===== src/rtl/clarvi_part_sequencer.sv =====
// Byte-serial operand feeder and result collector around clarvi_ALU: issues one
// captured 64-bit instruction as eight byte parts and reassembles the result.
package clarvi_part_sequencer_pkg;

  typedef enum logic [3:0] {
    OP_ADD, OP_SUB, OP_AND, OP_OR, OP_XOR,
    OP_SLL, OP_SRL, OP_SRA, OP_SLT, OP_SLTU
  } alu_op_t;

  typedef struct packed {
    alu_op_t    op;
    logic       is32_bit_op;
    logic       use_imm;
    logic [2:0] instr_part;
    logic [7:0] immediate;
  } instr_t;

endpackage

module clarvi_part_sequencer
  import clarvi_part_sequencer_pkg::*;
#(
  parameter bit BACK_TO_BACK = 1'b1
) (
  input  logic        clock,
  input  logic        reset,
  input  logic        flush,
  input  logic        in_valid,
  output logic        in_ready,
  input  instr_t      in_instr,
  input  logic [63:0] in_rs1,
  input  logic [63:0] in_rs2,
  input  logic [63:0] in_imm,
  input  logic [4:0]  in_rd,
  output instr_t      alu_instr,
  output logic [7:0]  alu_rs1,
  output logic [7:0]  alu_rs2,
  output logic        alu_stall,
  input  logic [7:0]  alu_result,
  output logic        out_valid,
  input  logic        out_ready,
  output logic [63:0] out_result,
  output logic [4:0]  out_rd
);

  localparam int unsigned XLEN   = 64;
  localparam int unsigned BYTE_W = 8;
  localparam int unsigned PART_W = 3;
  localparam logic [PART_W-1:0] LAST_STEP = PART_W'(XLEN / BYTE_W - 1);

  typedef enum logic [1:0] {IDLE, RUN, DONE} state_t;

  state_t            state;
  logic [PART_W-1:0] step;
  instr_t            instr_q;
  logic [XLEN-1:0]   rs1_q;
  logic [XLEN-1:0]   rs2_q;
  logic [XLEN-1:0]   imm_q;

  logic              accept;
  instr_t            src_instr;
  logic [XLEN-1:0]   src_rs1;
  logic [XLEN-1:0]   src_rs2;
  logic [XLEN-1:0]   src_imm;
  logic [PART_W-1:0] src_step;
  logic [PART_W-1:0] src_part;
  instr_t            issue_instr;
  logic [7:0]        issue_rs1;
  logic [7:0]        issue_rs2;

  // Compares walk from the most significant byte; 32-bit right shifts walk the
  // low word top-down first, then the (sign-extension) high word.
  function automatic logic [PART_W-1:0] part_of(input instr_t i, input logic [PART_W-1:0] s);
    logic [PART_W-1:0] p;
    p = s;
    case (i.op)
      OP_SLT, OP_SLTU: p = ~s;
      OP_SRL, OP_SRA:  p = i.is32_bit_op ? (s ^ PART_W'(3)) : ~s;
      default:         p = s;
    endcase
    return p;
  endfunction

  function automatic logic [7:0] byte_of(input logic [XLEN-1:0] v, input logic [PART_W-1:0] p);
    return v[{p, 3'b000} +: BYTE_W];
  endfunction

  // Acceptance window: idle, or the consume cycle of a finished result.
  always_comb begin
    in_ready = 1'b0;
    if (reset && !flush) begin
      case (state)
        IDLE:    in_ready = 1'b1;
        DONE:    in_ready = BACK_TO_BACK && out_ready;
        default: in_ready = 1'b0;
      endcase
    end
  end

  assign accept = in_valid && in_ready;

  // Next part to present: first part of a new instruction, or the following step.
  always_comb begin
    src_instr = accept ? in_instr : instr_q;
    src_rs1   = accept ? in_rs1   : rs1_q;
    src_rs2   = accept ? in_rs2   : rs2_q;
    src_imm   = accept ? in_imm   : imm_q;
    src_step  = accept ? '0       : step + PART_W'(1);
    src_part  = part_of(src_instr, src_step);
    issue_instr            = src_instr;
    issue_instr.instr_part = src_part;
    issue_instr.immediate  = byte_of(src_imm, src_part);
    issue_rs1 = byte_of(src_rs1, src_part);
    issue_rs2 = byte_of(src_rs2, src_part);
  end

  always_ff @(posedge clock) begin
    if (!reset) begin
      state      <= IDLE;
      step       <= '0;
      instr_q    <= '0;
      rs1_q      <= '0;
      rs2_q      <= '0;
      imm_q      <= '0;
      alu_instr  <= '0;
      alu_rs1    <= '0;
      alu_rs2    <= '0;
      alu_stall  <= 1'b1;
      out_valid  <= 1'b0;
      out_result <= '0;
      out_rd     <= '0;
    end else if (flush) begin
      state     <= IDLE;
      step      <= '0;
      alu_stall <= 1'b1;
      out_valid <= 1'b0;
    end else begin
      case (state)
        IDLE, DONE: begin
          if (accept) begin
            instr_q   <= in_instr;
            rs1_q     <= in_rs1;
            rs2_q     <= in_rs2;
            imm_q     <= in_imm;
            out_rd    <= in_rd;
            alu_instr <= issue_instr;
            alu_rs1   <= issue_rs1;
            alu_rs2   <= issue_rs2;
            alu_stall <= 1'b0;
            out_valid <= 1'b0;
            step      <= '0;
            state     <= RUN;
          end else if (state == DONE && out_ready) begin
            out_valid <= 1'b0;
            state     <= IDLE;
          end
        end
        RUN: begin
          out_result[{alu_instr.instr_part, 3'b000} +: BYTE_W] <= alu_result;
          if (step == LAST_STEP) begin
            alu_stall <= 1'b1;
            out_valid <= 1'b1;
            step      <= '0;
            state     <= DONE;
          end else begin
            alu_instr <= issue_instr;
            alu_rs1   <= issue_rs1;
            alu_rs2   <= issue_rs2;
            step      <= src_step;
          end
        end
        default: state <= IDLE;
      endcase
    end
  end

endmodule

===== config.mk =====
export PLATFORM = sky130hd
export DESIGN_NAME = clarvi_part_sequencer
export DESIGN_NICKNAME = d
export VERILOG_FILES = /design/src/rtl/clarvi_part_sequencer.sv
export SDC_FILE = /design/constraint.sdc
export NUM_CORES = 1
export LEC_CHECK = 0
export ABC_CLOCK_PERIOD_IN_PS = 3000
export CAP_MARGIN = 30
export CORE_ASPECT_RATIO = 1.75
export CORE_MARGIN = 2
export CORE_UTILIZATION = 30
export DETAILED_ROUTE_END_ITERATION = 8
export GPL_TIMING_DRIVEN = 0
export SETUP_SLACK_MARGIN = 0.15
export SLEW_MARGIN = 10
export SYNTH_ARGS = -nofsm -noshare
export SYNTH_HDL_FRONTEND = slang
export SYNTH_SLANG_ARGS = --single-unit

===== constraint.sdc =====
create_clock -name clock -period 3 [get_ports clock]
set_input_delay 0.6 -clock clock [delete_from_list [all_inputs] [get_ports clock]]
set_output_delay 0.6 -clock clock [all_outputs]
set_load 0.02 [all_outputs]

==> reports/qor.yml <==
timing:
  final_period_util: 0.956
  final.min_clock_period_ps: 2870
  tightest_hold_margin_ps: 466
  clock-skew-final_ps: 21.4
  slew_viol_final: 0
  worst_pin_slew_ps: 1000
  unrepaired_setup_endpoints_after_global_routing: "yes"
  setup_viol: 0
  final_hold_viol_count: 0
  fmaxAchievable_mhz: 349
  relSlewSlack: 0.331
detailed_routing:
  detail_route.iter0.violations: 1285
  routed_wl_mm: 72.4
  number_of_nets_with_antenna_violations_after_routing: 0
  drt-vias-per-instance: 5.37
  post_drt_wl_per_cell_um: 23.7
  drc: 0
  num_vias: 16394
  firstDrtPassIters: 8
grt:
  first_global_vias: 16060
  grt_start_max_net_pins: 16
  overflow_left_after_global_routing: 0
  number_of_antenna_violations_at_the_first_check_in_global_routing: 0
  grt_pass1_wl_mm: 104
  track_usage: 0.265
power_and_ir_drop:
  p_total_uw: 9710
  vdd_drop_max_uv: 513
  leakagePower_uw: 0.00722
  power_per_cell_area_nw_per_um2: 471
yosys:
  synth.yosys.warnings: 0
  synth-edff-count: 0
  synth_top_family_by_area: "simple AND/OR/NAND/NOR gates"
  synth-adder-area-share: 0.00574
  yosysTopAreaCell: "dfxtp_1"
  asyncSetResetFlopFracSynth: 0
  yosys.cell_types.count: 71
  post_synthesis_share_of_cell_area_spent_on_and_or_nand_and_nor_gates: 0.252
  post_synth_xor_area_fraction: 0.00213
  synth_seq_area_share: 0.403
  muxShareOfSynthArea: 0.0358
  netlist_top_cells_area: "dfxtp_1, nand2_1, a21boi_0"
  syn-instance-count: 2006
  synth_common_cells: "nand2_1, dfxtp_1, a21boi_0"
  ys_ff_latch: 307
  synth_area_um2: 15300
  synthesis.nets: 2240
  yosys.cell_count.top_type: "nand2_1"
  synth-compound-area-share: 0.251
  fraction_of_synthesized_cell_area_taken_by_the_top_area_cell_type: 0.403
  synth-main-ff-cell: "dfxtp_1"
  post_synthesis_average_cell_area_um2: 7.61
setup_path:
  startpoint_type: "flop"
  regToRegStartpoint: "step[0]$_SDFFE_PP0P_"
  ff2ff_setup_slack_ps: 130
  critPathRequiredTime_ps: 3520
  crit-reg2reg-capture: "alu_rs2[4]$_SDFFE_PN0P_"
  cp-endpoint: "alu_rs2[4]$_SDFFE_PN0P_"
  startpoint: "step[0]$_SDFFE_PP0P_"
  critPathMaxFanout: 10
  r2r.worst_path.cells: 10
  criticalPathCategory: "reg2reg"
  data_arrival_at_the_endpoint_of_the_critical_path_ps: 3380
  critical_path_end_type: "flop"
clock_network:
  clock_latency_at_the_later_pin_of_the_worst_skew_pair_ps: 600
  path_clk_slew_ps: 70
  root_buffer: "clkbuf_16"
  clockBufferDepth: 3
  tritoncts_clock_tree: "done"
  tritoncts_buffer_count: 30
  cts.htree.levels: 1
  clock-sinks: 307
  ctsHoldBuffers: 0
layout:
  num-fill-cells: 5106
  finalNonFillerCells: 3053
  syn2layout_area_growth_pct: 35.1
  finish.utilization: 0.410
  n_antenna_cell: 0
  postLayoutCellArea_um2: 20600
  nNetsFinal: 2598
  post_route_cells_drive_above_1_share: 0.0850
die:
  die_y_um: 302
  die_w_um: 174
  floorplan.core_area_um2: 50300
  start_util: 0.303
  floorplan.io_pins: 332
  design.die.area_um2: 52800
  fp-row-count: 109
job:
  maxCapViolations: 0
placed_design:
  placed_cell_area_um2: 19300
  post-place-cells: 2991
  routability_driven_placement_congestion_ratio: 0.976
  dp_hpwl_mm: 56.5
  port_buffers: 319
min_path:
  min-delay-path-class: "reg2reg"
outcome:
  result_of_the_run: "completed"
[power breakdown]
| group | internal (uW) | total [uW] | switching (uW) |
|---|---|---|---|
| clock | 2140 | 3940 | 1800 |
| sequential | 4190 | 4260 | 79.1 |
| combinational | 622 | 1500 | 878 |
| total | 6950 | 9710 | 2760 |
[worst min path at each step]
stage                                start                     end  slack [ps]  depth (start not counted)
floorplan           rs2_q[30]$_SDFFE_PN0P_  rs2_q[30]$_SDFFE_PN0P_         440                          2
global placement    out_rd[2]$_SDFFE_PN0P_  out_rd[2]$_SDFFE_PN0P_         450                          2
detailed placement  imm_q[55]$_SDFFE_PN0P_  imm_q[55]$_SDFFE_PN0P_         460                          2
CTS                  rs2_q[4]$_SDFFE_PN0P_   rs2_q[4]$_SDFFE_PN0P_         470                          2
global route        imm_q[55]$_SDFFE_PN0P_  imm_q[55]$_SDFFE_PN0P_         480                          2
finish              rs2_q[51]$_SDFFE_PN0P_  rs2_q[51]$_SDFFE_PN0P_         470                          2
[state kept, by name, indices dropped and copies added (netlist names), 6 cells and up]
signal	cells
rs1_q	64
alu_rs1	8
imm_q	64
rs2_q	64
out_result	64
alu_instr	17
alu_rs2	8
instr_q	6
[layout by cell type, fill, tap and decap left out, types with 7 or more instances in the layout]
master,n
nand2_1,609
clkdlybuf4s50_1,318
dfxtp_1,306
a21boi_0,207
o21ai_0,101
clkbuf_1,73
nor2_1,73
o22ai_1,69
a21oi_1,51
and2_1,50
buf_2,42
mux2i_1,39
nand3_1,36
clkbuf_16,30
clkbuf_2,27
nor3_1,25
nor2b_1,25
o221ai_1,20
buf_4,18
and3_1,15
o211ai_1,15
buf_1,14
nor3b_1,13
a211oi_1,13
o21ai_1,13
o32ai_1,11
mux2_2,11
inv_1,10
clkinv_2,8
a32oi_1,7
[area by class of cell]
cell class                      instances  area, um^2  area share
Timing Repair Buffer                  326        3240       0.157
Clock buffer                           36         783      0.0380
Inverter                               10        37.5     0.00182
Clock inverter                         19         205     0.00995
Multi-Input combinational cell       1520        8560       0.415
Sequential cell                       307        6150       0.298
Buffer                                169         807      0.0391
Tap cell                              666         833      0.0404
[what timing repair did]
| item | CTS | global route |
|---|---|---|
| setup endpoints to repair | 176 | 125 |
| endpoints found under the hold margin | 0 | 0 |
| cloned | 0 | 1 |
| buffers inserted | 4 | 2 |
| gates resized for setup | 43 | 70 |
| pin swaps | 6 | 6 |
[worst max-delay path, stage by stage, from the launching register on]
cell and delay (ps):
dfxtp_4 380, ha_4 280, buf_8 150, nor2_2 80, a22o_1 240, a211oi_4 640, buf_6 210, o22ai_1 80
o21ai_0 150, o211ai_1 340, nand4_1 220
[metrics by stage]
step                      TNS, ps  setup WS (ps)
after floorplan                 0            563
after global placement    -101920           -900
after detailed placement  -112910           -883
after CTS                       0            108
after global routing            0            131
final                           0            133
[metal layers]
metal	wire (um)	GRT usage	vias up
met1	25200	0.274	7669
li1	-	-	7617
met5	0	0	-
met2	36300	0.479	859
met4	6360	0.207	0
met3	4550	0.0380	249
[cell families (layout without fill, tap and decap cells)]
kind of cell | count (synthesis) | count (layout)
DFF | 307 | 307
and+or+nand+nor | 892 | 892
adders and majority gates | 7 | 7
xor gates and xnor gates | 2 | 2
muxes | 52 | 52
AOI/OAI and AO/OA | 567 | 567
buffers and inverters | 179 | 560
Note: power is estimated with default switching activity, not from simulation.
